## config.mk

```make
export PLATFORM = sky130hd
export DESIGN_NAME = sram_d_obi_mux
export DESIGN_NICKNAME = d
export VERILOG_FILES = /design/src/rtl/sram_pkg.sv /design/src/rtl/obi_id_fifo.sv /design/src/rtl/sram_d_obi_mux.sv
export SDC_FILE = /design/constraint.sdc
export NUM_CORES = 1
export LEC_CHECK = 0
export BUFFER_PORTS_ARGS = -buffer_cell sky130_fd_sc_hd__buf_2
export CAP_MARGIN = 40
export CORE_AREA = 2 2 121 123
export CTS_BUF_LIST = sky130_fd_sc_hd__clkbuf_16
export DETAILED_ROUTE_END_ITERATION = 10
export DIE_AREA = 0 0 123 125
export HOLD_SLACK_MARGIN = 0.15
export PLACE_DENSITY_LB_ADDON = 0.3
export SYNTH_ARGS = -nofsm -noshare
export SYNTH_HDL_FRONTEND = slang
export SYNTH_SLANG_ARGS = --single-unit
```

## constraint.sdc

```tcl
create_clock -name clk_i -period 3.1 [get_ports clk_i]
set_input_delay 0 -clock clk_i [delete_from_list [all_inputs] [get_ports clk_i]]
set_output_delay 0 -clock clk_i [all_outputs]
set_load 0.03 [all_outputs]
```

## src/rtl/sram_pkg.sv

```systemverilog
// -----------------------------------------------------------------------------
// sram_pkg
// Shared types and constants for the SRAM wrapper's data-side OBI multiplexer.
//   obi_mst_e                  : master ID (core data port / SPI cache refill)
//   obi_req_t                  : OBI address-phase fields of one master
//   SRAM_D_MUX_MAX_OUTSTANDING : default number of granted-but-unanswered
//                                transactions the multiplexer will track
// -----------------------------------------------------------------------------
package sram_pkg;

  typedef enum logic {
    MST_CORE  = 1'b0,
    MST_CACHE = 1'b1
  } obi_mst_e;

  typedef struct packed {
    logic [31:0] addr;
    logic        we;
    logic [3:0]  be;
    logic [31:0] wdata;
  } obi_req_t;

  localparam int unsigned SRAM_D_MUX_MAX_OUTSTANDING = 2;

endpackage

```

## src/rtl/obi_id_fifo.sv

```systemverilog
// -----------------------------------------------------------------------------
// obi_id_fifo
// Small FIFO of master IDs, one entry per granted OBI transaction still
// waiting for its rvalid. The head is read combinationally so responses can
// be routed in the same cycle they arrive.
// Ports:
//   clk_i, rst_i   : clock, asynchronous active-high reset
//   push_i         : store push_id_i (ignored when full)
//   push_id_i      : ID of the master whose request was just granted
//   pop_i          : drop the head entry (ignored when empty)
//   full_o         : DEPTH entries held
//   empty_o        : no entries held
//   head_o         : ID of the oldest outstanding transaction
// -----------------------------------------------------------------------------
module obi_id_fifo
  import sram_pkg::*;
#(
  parameter int unsigned DEPTH = SRAM_D_MUX_MAX_OUTSTANDING,
  parameter int unsigned CNT_W = $clog2(DEPTH + 1)
) (
  input  logic     clk_i,
  input  logic     rst_i,
  input  logic     push_i,
  input  obi_mst_e push_id_i,
  input  logic     pop_i,
  output logic     full_o,
  output logic     empty_o,
  output obi_mst_e head_o
);

  localparam int unsigned      PTR_W    = (DEPTH > 1) ? $clog2(DEPTH) : 1;
  localparam logic [PTR_W-1:0] PTR_LAST = PTR_W'(DEPTH - 1);
  localparam logic [CNT_W-1:0] CNT_MAX  = CNT_W'(DEPTH);

  obi_mst_e         mem_q [DEPTH];
  logic [PTR_W-1:0] wr_ptr_q;
  logic [PTR_W-1:0] rd_ptr_q;
  logic [CNT_W-1:0] count_q;
  logic             do_push;
  logic             do_pop;

  assign full_o  = (count_q == CNT_MAX);
  assign empty_o = (count_q == '0);
  assign head_o  = mem_q[rd_ptr_q];
  assign do_push = push_i & ~full_o;
  assign do_pop  = pop_i & ~empty_o;

  always_ff @(posedge clk_i or posedge rst_i) begin
    if (rst_i) begin
      wr_ptr_q <= '0;
      rd_ptr_q <= '0;
      count_q  <= '0;
      for (int i = 0; i < int'(DEPTH); i++) begin
        mem_q[i] <= MST_CORE;
      end
    end else begin
      if (do_push) begin
        mem_q[wr_ptr_q] <= push_id_i;
        // Explicit wrap keeps non-power-of-two depths correct.
        wr_ptr_q <= (wr_ptr_q == PTR_LAST) ? '0 : wr_ptr_q + 1'b1;
      end
      if (do_pop) begin
        rd_ptr_q <= (rd_ptr_q == PTR_LAST) ? '0 : rd_ptr_q + 1'b1;
      end
      case ({do_push, do_pop})
        2'b10:   count_q <= count_q + 1'b1;
        2'b01:   count_q <= count_q - 1'b1;
        default: count_q <= count_q;
      endcase
    end
  end

endmodule

```

## src/rtl/sram_d_obi_mux.sv

```systemverilog
// -----------------------------------------------------------------------------
// sram_d_obi_mux
// Two-master to one-slave OBI multiplexer feeding the SRAM wrapper's data
// port. Master 0 is the core data port, master 1 the SPI cache refill port.
// Request and response paths are purely combinational; state is the
// address-phase lock, the round-robin pointer and the response-ID FIFO.
//
// Configuration macro: SRAM_D_MUX_FIXED_PRIO_EN
//   defined   : fixed priority, m0 over m1 (no round-robin pointer)
//   undefined : round-robin, pointer flips to the other master on handshake
//
// Ports:
//   clk_i, rst_i                  : clock, asynchronous active-high reset
//   mX_req_i / mX_gnt_o           : master X address-phase handshake
//   mX_addr_i/we_i/be_i/wdata_i   : master X request fields
//   mX_rvalid_o / mX_rdata_o      : master X response
//   sram_d_req_o / sram_d_gnt_i   : slave address-phase handshake
//   sram_d_addr_o/we_o/be_o/wdata_o : muxed request fields
//   sram_d_rvalid_i / rdata_i     : slave response
//   err_o                         : sticky, rvalid seen with nothing outstanding
// -----------------------------------------------------------------------------
module sram_d_obi_mux
  import sram_pkg::*;
#(
  parameter int unsigned MAX_OUTSTANDING = SRAM_D_MUX_MAX_OUTSTANDING,
  parameter int unsigned CNT_W           = $clog2(MAX_OUTSTANDING + 1)
) (
  input  logic        clk_i,
  input  logic        rst_i,
  input  logic        m0_req_i,
  output logic        m0_gnt_o,
  input  logic [31:0] m0_addr_i,
  input  logic        m0_we_i,
  input  logic [3:0]  m0_be_i,
  input  logic [31:0] m0_wdata_i,
  output logic        m0_rvalid_o,
  output logic [31:0] m0_rdata_o,
  input  logic        m1_req_i,
  output logic        m1_gnt_o,
  input  logic [31:0] m1_addr_i,
  input  logic        m1_we_i,
  input  logic [3:0]  m1_be_i,
  input  logic [31:0] m1_wdata_i,
  output logic        m1_rvalid_o,
  output logic [31:0] m1_rdata_o,
  output logic        sram_d_req_o,
  input  logic        sram_d_gnt_i,
  output logic [31:0] sram_d_addr_o,
  output logic        sram_d_we_o,
  output logic [3:0]  sram_d_be_o,
  output logic [31:0] sram_d_wdata_o,
  input  logic        sram_d_rvalid_i,
  input  logic [31:0] sram_d_rdata_i,
  output logic        err_o
);

  logic [1:0] req;
  obi_req_t   mreq [2];
  obi_req_t   fwd;
  logic [1:0] gnt;
  logic [1:0] rvalid;
  obi_mst_e   sel;
  obi_mst_e   tie_winner;
  obi_mst_e   fifo_head;
  obi_mst_e   lock_id_q;
  logic       lock_q;
  logic       err_q;
  logic       fifo_full;
  logic       fifo_empty;
  logic       req_out;
  logic       handshake;

  assign req     = {m1_req_i, m0_req_i};
  assign mreq[0] = '{addr: m0_addr_i, we: m0_we_i, be: m0_be_i, wdata: m0_wdata_i};
  assign mreq[1] = '{addr: m1_addr_i, we: m1_we_i, be: m1_be_i, wdata: m1_wdata_i};

`ifdef SRAM_D_MUX_FIXED_PRIO_EN
  assign tie_winner = MST_CORE;
`else
  obi_mst_e rr_q;

  always_ff @(posedge clk_i or posedge rst_i) begin
    if (rst_i) begin
      rr_q <= MST_CORE;
    end else if (handshake) begin
      rr_q <= (sel == MST_CORE) ? MST_CACHE : MST_CORE;
    end
  end

  assign tie_winner = rr_q;
`endif

  // A locked address phase must stay on the same master until granted.
  always_comb begin
    sel = tie_winner;
    if (lock_q) begin
      sel = lock_id_q;
    end else if (req == 2'b01) begin
      sel = MST_CORE;
    end else if (req == 2'b10) begin
      sel = MST_CACHE;
    end
  end

  // No rvalid-to-req bypass: a full FIFO stalls even if it pops this cycle.
  assign req_out   = ~rst_i & req[sel] & ~fifo_full;
  assign handshake = req_out & sram_d_gnt_i;
  assign fwd       = rst_i ? '0 : mreq[sel];

  assign sram_d_req_o   = req_out;
  assign sram_d_addr_o  = fwd.addr;
  assign sram_d_we_o    = fwd.we;
  assign sram_d_be_o    = fwd.be;
  assign sram_d_wdata_o = fwd.wdata;

  genvar gi;
  generate
    for (gi = 0; gi < 2; gi++) begin : g_mst
      assign gnt[gi]    = handshake & (logic'(sel) == 1'(gi));
      // A stray rvalid (FIFO empty) is dropped rather than routed.
      assign rvalid[gi] = ~rst_i & sram_d_rvalid_i & ~fifo_empty &
                          (logic'(fifo_head) == 1'(gi));
    end
  endgenerate

  assign m0_gnt_o    = gnt[0];
  assign m1_gnt_o    = gnt[1];
  assign m0_rvalid_o = rvalid[0];
  assign m1_rvalid_o = rvalid[1];
  assign m0_rdata_o  = sram_d_rdata_i;
  assign m1_rdata_o  = sram_d_rdata_i;
  assign err_o       = err_q;

  always_ff @(posedge clk_i or posedge rst_i) begin
    if (rst_i) begin
      lock_q    <= 1'b0;
      lock_id_q <= MST_CORE;
    end else if (handshake) begin
      lock_q <= 1'b0;
    end else if (req_out) begin
      lock_q    <= 1'b1;
      lock_id_q <= sel;
    end
  end

  always_ff @(posedge clk_i or posedge rst_i) begin
    if (rst_i) begin
      err_q <= 1'b0;
    end else if (sram_d_rvalid_i & fifo_empty) begin
      err_q <= 1'b1;
    end
  end

  obi_id_fifo #(
    .DEPTH (MAX_OUTSTANDING),
    .CNT_W (CNT_W)
  ) u_id_fifo (
    .clk_i     (clk_i),
    .rst_i     (rst_i),
    .push_i    (handshake),
    .push_id_i (sel),
    .pop_i     (sram_d_rvalid_i),
    .full_o    (fifo_full),
    .empty_o   (fifo_empty),
    .head_o    (fifo_head)
  );

endmodule

```

==> key figures <==
STA
  – Max Fclk: 410 MHz
  – Final period util: 0.787
  – Slew HR: 0.522
  – Worst Tran Pin Value: 714 ps
  – Setup Viol. Count Final: 0
  – Sum Neg Setup Slack: 0 ps
  – Fin crit period: 2440 ps
  – Final Max Slew Viols: 0
  – PnR worst setup slack: 660 ps
  – Max Clock Skew: 2.90 ps
  – RSZ-0062 raised after global routing: false
  – Hold Violations, Final: 0

Yosys
  – Flops & latches, synth: 10
  – Mapped Area: 2280 µm²
  – Mapped Avg Cell Area: 6.12 µm²
  – Gate count after technology mapping: 373
  – Area share of the largest cell type after synthesis: 0.217
  – Synth area leaders: buf_4 22%, a21oi_1 16%, nand3_1 15%, o21ai_0 14%, dfrtp_1 11%
  – Synth warnings: 0
  – Sequential area share after synthesis: 0.110
  – Syn nets: 550
  – Synth cell types: 31
  – Leading area contributor after synthesis: buf_4

Floorplan
  – Die area: 15400 µm²
  – Die X: 123 µm
  – # rows: 44
  – I/O pins: 315
  – Initial Util: 0.161
  – Die Span Y: 125 µm
  – Core area: 14200 µm²

Power
  – Sw Pwr: 1.74 mW
  – Ratio of total power to cell area: 809 nW/µm²
  – Sequential power share: 0.090
  – Static Leak: 1.76 nW
  – Sw frac: 0.612
  – Internal power: 1.11 mW
  – Total Power: 2.85 mW
  – Peak VDD IR: 0.000366 V
  – Clk pwr share: 0.078
  – Combinational power share: 0.832

Worst setup path
  – R2r worst-path depth: 6
  – Reg2reg start: lock_q
  – Worst setup SP type: input port
  – Path type of the worst setup path: in -> reg
  – Max FO, Critical Path: 40
  – CP Data Required Time: 3270 ps
  – Crit. End Element: flip-flop
  – R2R Setup Slk: 730 ps
  – R2r endpoint: lock_id_q
  – WP data arrival: 2610 ps

Clock network
  – Sink Count: 10
  – Clk_lat worst skew: 230 ps
  – H-tree depth: 1
  – Clock tree root driver cell: clkbuf_16
  – CTS tree: built
  – Post-cts sizing count: 0
  – CTS Buf Count: 3
  – Worst-path clk slew: 40 ps
  – Deepest clock path buffer count: 2

GRT
  – Grt ovf: 0
  – All-Layer GR Usage: 0.110
  – First-pass GRT wire length: 14300 µm
  – Initial antenna violation count: 0
  – Vias in the first global route: 3041
  – Largest net degree at the start of global routing: 41

Job
  – MaxCap Viol Count: 0

Layout
  – Area grow syn2layout: 54.5%
  – ANT cells: 0
  – Ratio of cells with drive above 1 in the final layout: 0.438
  – Nets: 718

Routing
  – Total iterations of the first detailed-routing run: 4
  – DR vias: 3234
  – Drt first-iter violations: 129
  – Wire per inst: 13.2 µm
  – Vias/cell: 4.47
  – Final wirelength: 9570 µm
  – Drc violations: 0
  – Routed Antenna Nets: 0

Worst hold path
  – Worst min-delay path category: in -> reg
  – Hold depth: 5
  – Min-delay src: m1_req_i
  – Hold EP: u_id_fifo.wr_ptr_q

Placement
  – Final GP Congestion: 0.724
  – Port-buffer cells: 218
  – Post-DP HPWL: 6570 µm
  – Place WS: 1110 ps

Outcome
  – Status: completed
==> Yosys cell counts <==
library cell and n:
a31oi_1 3, o21ai_0 63, nand2b_1 2, buf_2 8, o21ai_1 11, inv_1 6
o211a_2 1, xor2_1 1, clkbuf_2 6, o21ba_2 1, nand3_1 69, nor2_1 4
o211ai_2 1, mux2i_1 2, and3_1 2, and2_1 2, ha_1 1, nor2b_2 1
nor3_1 4, dfrtp_1 10, nor3b_1 1, buf_4 66, a21o_1 2, nand2_1 4
xnor2_1 4, a21oi_1 71, clkbuf_1 20, nor4_2 1, buf_1 1, o31ai_1 2
nor2b_1 3
==> final cells by class <==
| class | instances | area [µm²] |
|---|---|---|
| multi-input combinational | 256 | 1380 |
| tap | 184 | 230 |
| timing repair buffer | 264 | 1570 |
| inverter | 6 | 22.5 |
| sequential | 10 | 250 |
| fill | 1620 | 10700 |
| clock buffer | 3 | 75.1 |
==> routing by layer <==
metal	share of wire	global-route usage	up-vias	routed length, µm
met3	0.065	0.00958	2	621
met4	0.0013	0.0160	0	12
met1	0.41	0.129	1485	3890
met5	0	0	-	0
met2	0.53	0.218	152	5050
li1	-	-	1595	-
==> flip-flops by register name, indices dropped and copies added, names as in the netlist <==
| name | count |
|---|---|
| err_o | 1 |
| lock_id_q | 1 |
| lock_q | 1 |
| rr_q | 1 |
| u_id_fifo.count_q | 2 |
| u_id_fifo.mem_q | 2 |
| u_id_fifo.rd_ptr_q | 1 |
| u_id_fifo.wr_ptr_q | 1 |
==> critical path, stage by stage <==
cell	delay (ps)
dlygate4sd3_1	530
buf_2	170
nor2b_2	180
o211a_2	600
buf_12	270
nor2_1	90
a31oi_1	170
dlygate4sd3_1	570
==> power groups by stage <==
stage | clock network [mW] | registers (mW) | logic [mW]
2_1_floorplan | 0 | 0.241 | 1.77
3_3_place_gp | 0 | 0.257 | 2.26
3_5_place_dp | 0 | 0.258 | 2.25
4_1_cts | 0.226 | 0.258 | 2.40
5_1_grt | 0.235 | 0.266 | 2.61
6_report | 0.222 | 0.258 | 2.37
==> cells in the final DEF, fill, tap and decap left out, types with 2 or more instances in the layout <==
cell	count
dfrtp_1	10
nor2_1	4
buf_2	218
nand2_1	3
and3_1	2
a21o_1	2
clkbuf_16	3
nor3_1	4
o21ai_0	63
a21oi_1	71
nand3_1	69
buf_4	5
mux2i_1	2
a31oi_1	3
o31ai_1	2
xnor2_1	4
nor2b_1	3
o21ai_1	11
nand2b_1	2
dlygate4sd3_1	38
inv_1	6
buf_12	3
==> per-stage QoR <==
step	std cells	hold slack [ps]	cell area, µm²	util
finish	723	290	3520	0.248
CTS	723	288	3520	0.248
global route	723	338	3520	0.248
floorplan	373	52.5	2280	-
detailed placement	682	0.316	3070	0.216
global placement	682	0.316	3070	0.216
==> worst max-delay path by stage <==
stage | slack [ps] | endpoint | start
2_1_floorplan | 1370 | rr_q | rr_q
6_report | 660 | lock_id_q | m0_req_i
5_1_grt | 420 | lock_id_q | m0_req_i
4_1_cts | 670 | lock_id_q | m0_req_i
3_5_place_dp | 1110 | sram_d_addr_o[25] | rr_q
3_3_place_gp | 1120 | sram_d_wdata_o[15] | rr_q
==> logic make-up (layout without fill, tap and decap cells) <==
family / Yosys count / in the layout / share of synthesized area
AO/OA/AOI/OAI: 155 / 155 / 0.354
XOR/XNOR: 5 / 5 / 0.0192
adder cells (fa/ha/maj): 1 / 1 / 0.00548
buffers and inverters: 107 / 273 / 0.292
flip-flops: 10 / 10 / 0.110
multiplexers: 2 / 2 / 0.00878
AND/OR/NAND/NOR: 93 / 93 / 0.211
==> timing repair <==
action	CTS	global route
hold buffers	38	0
hold endpoints to repair	77	0
buffers inserted	0	0
Power figures use the tool's default switching activity.
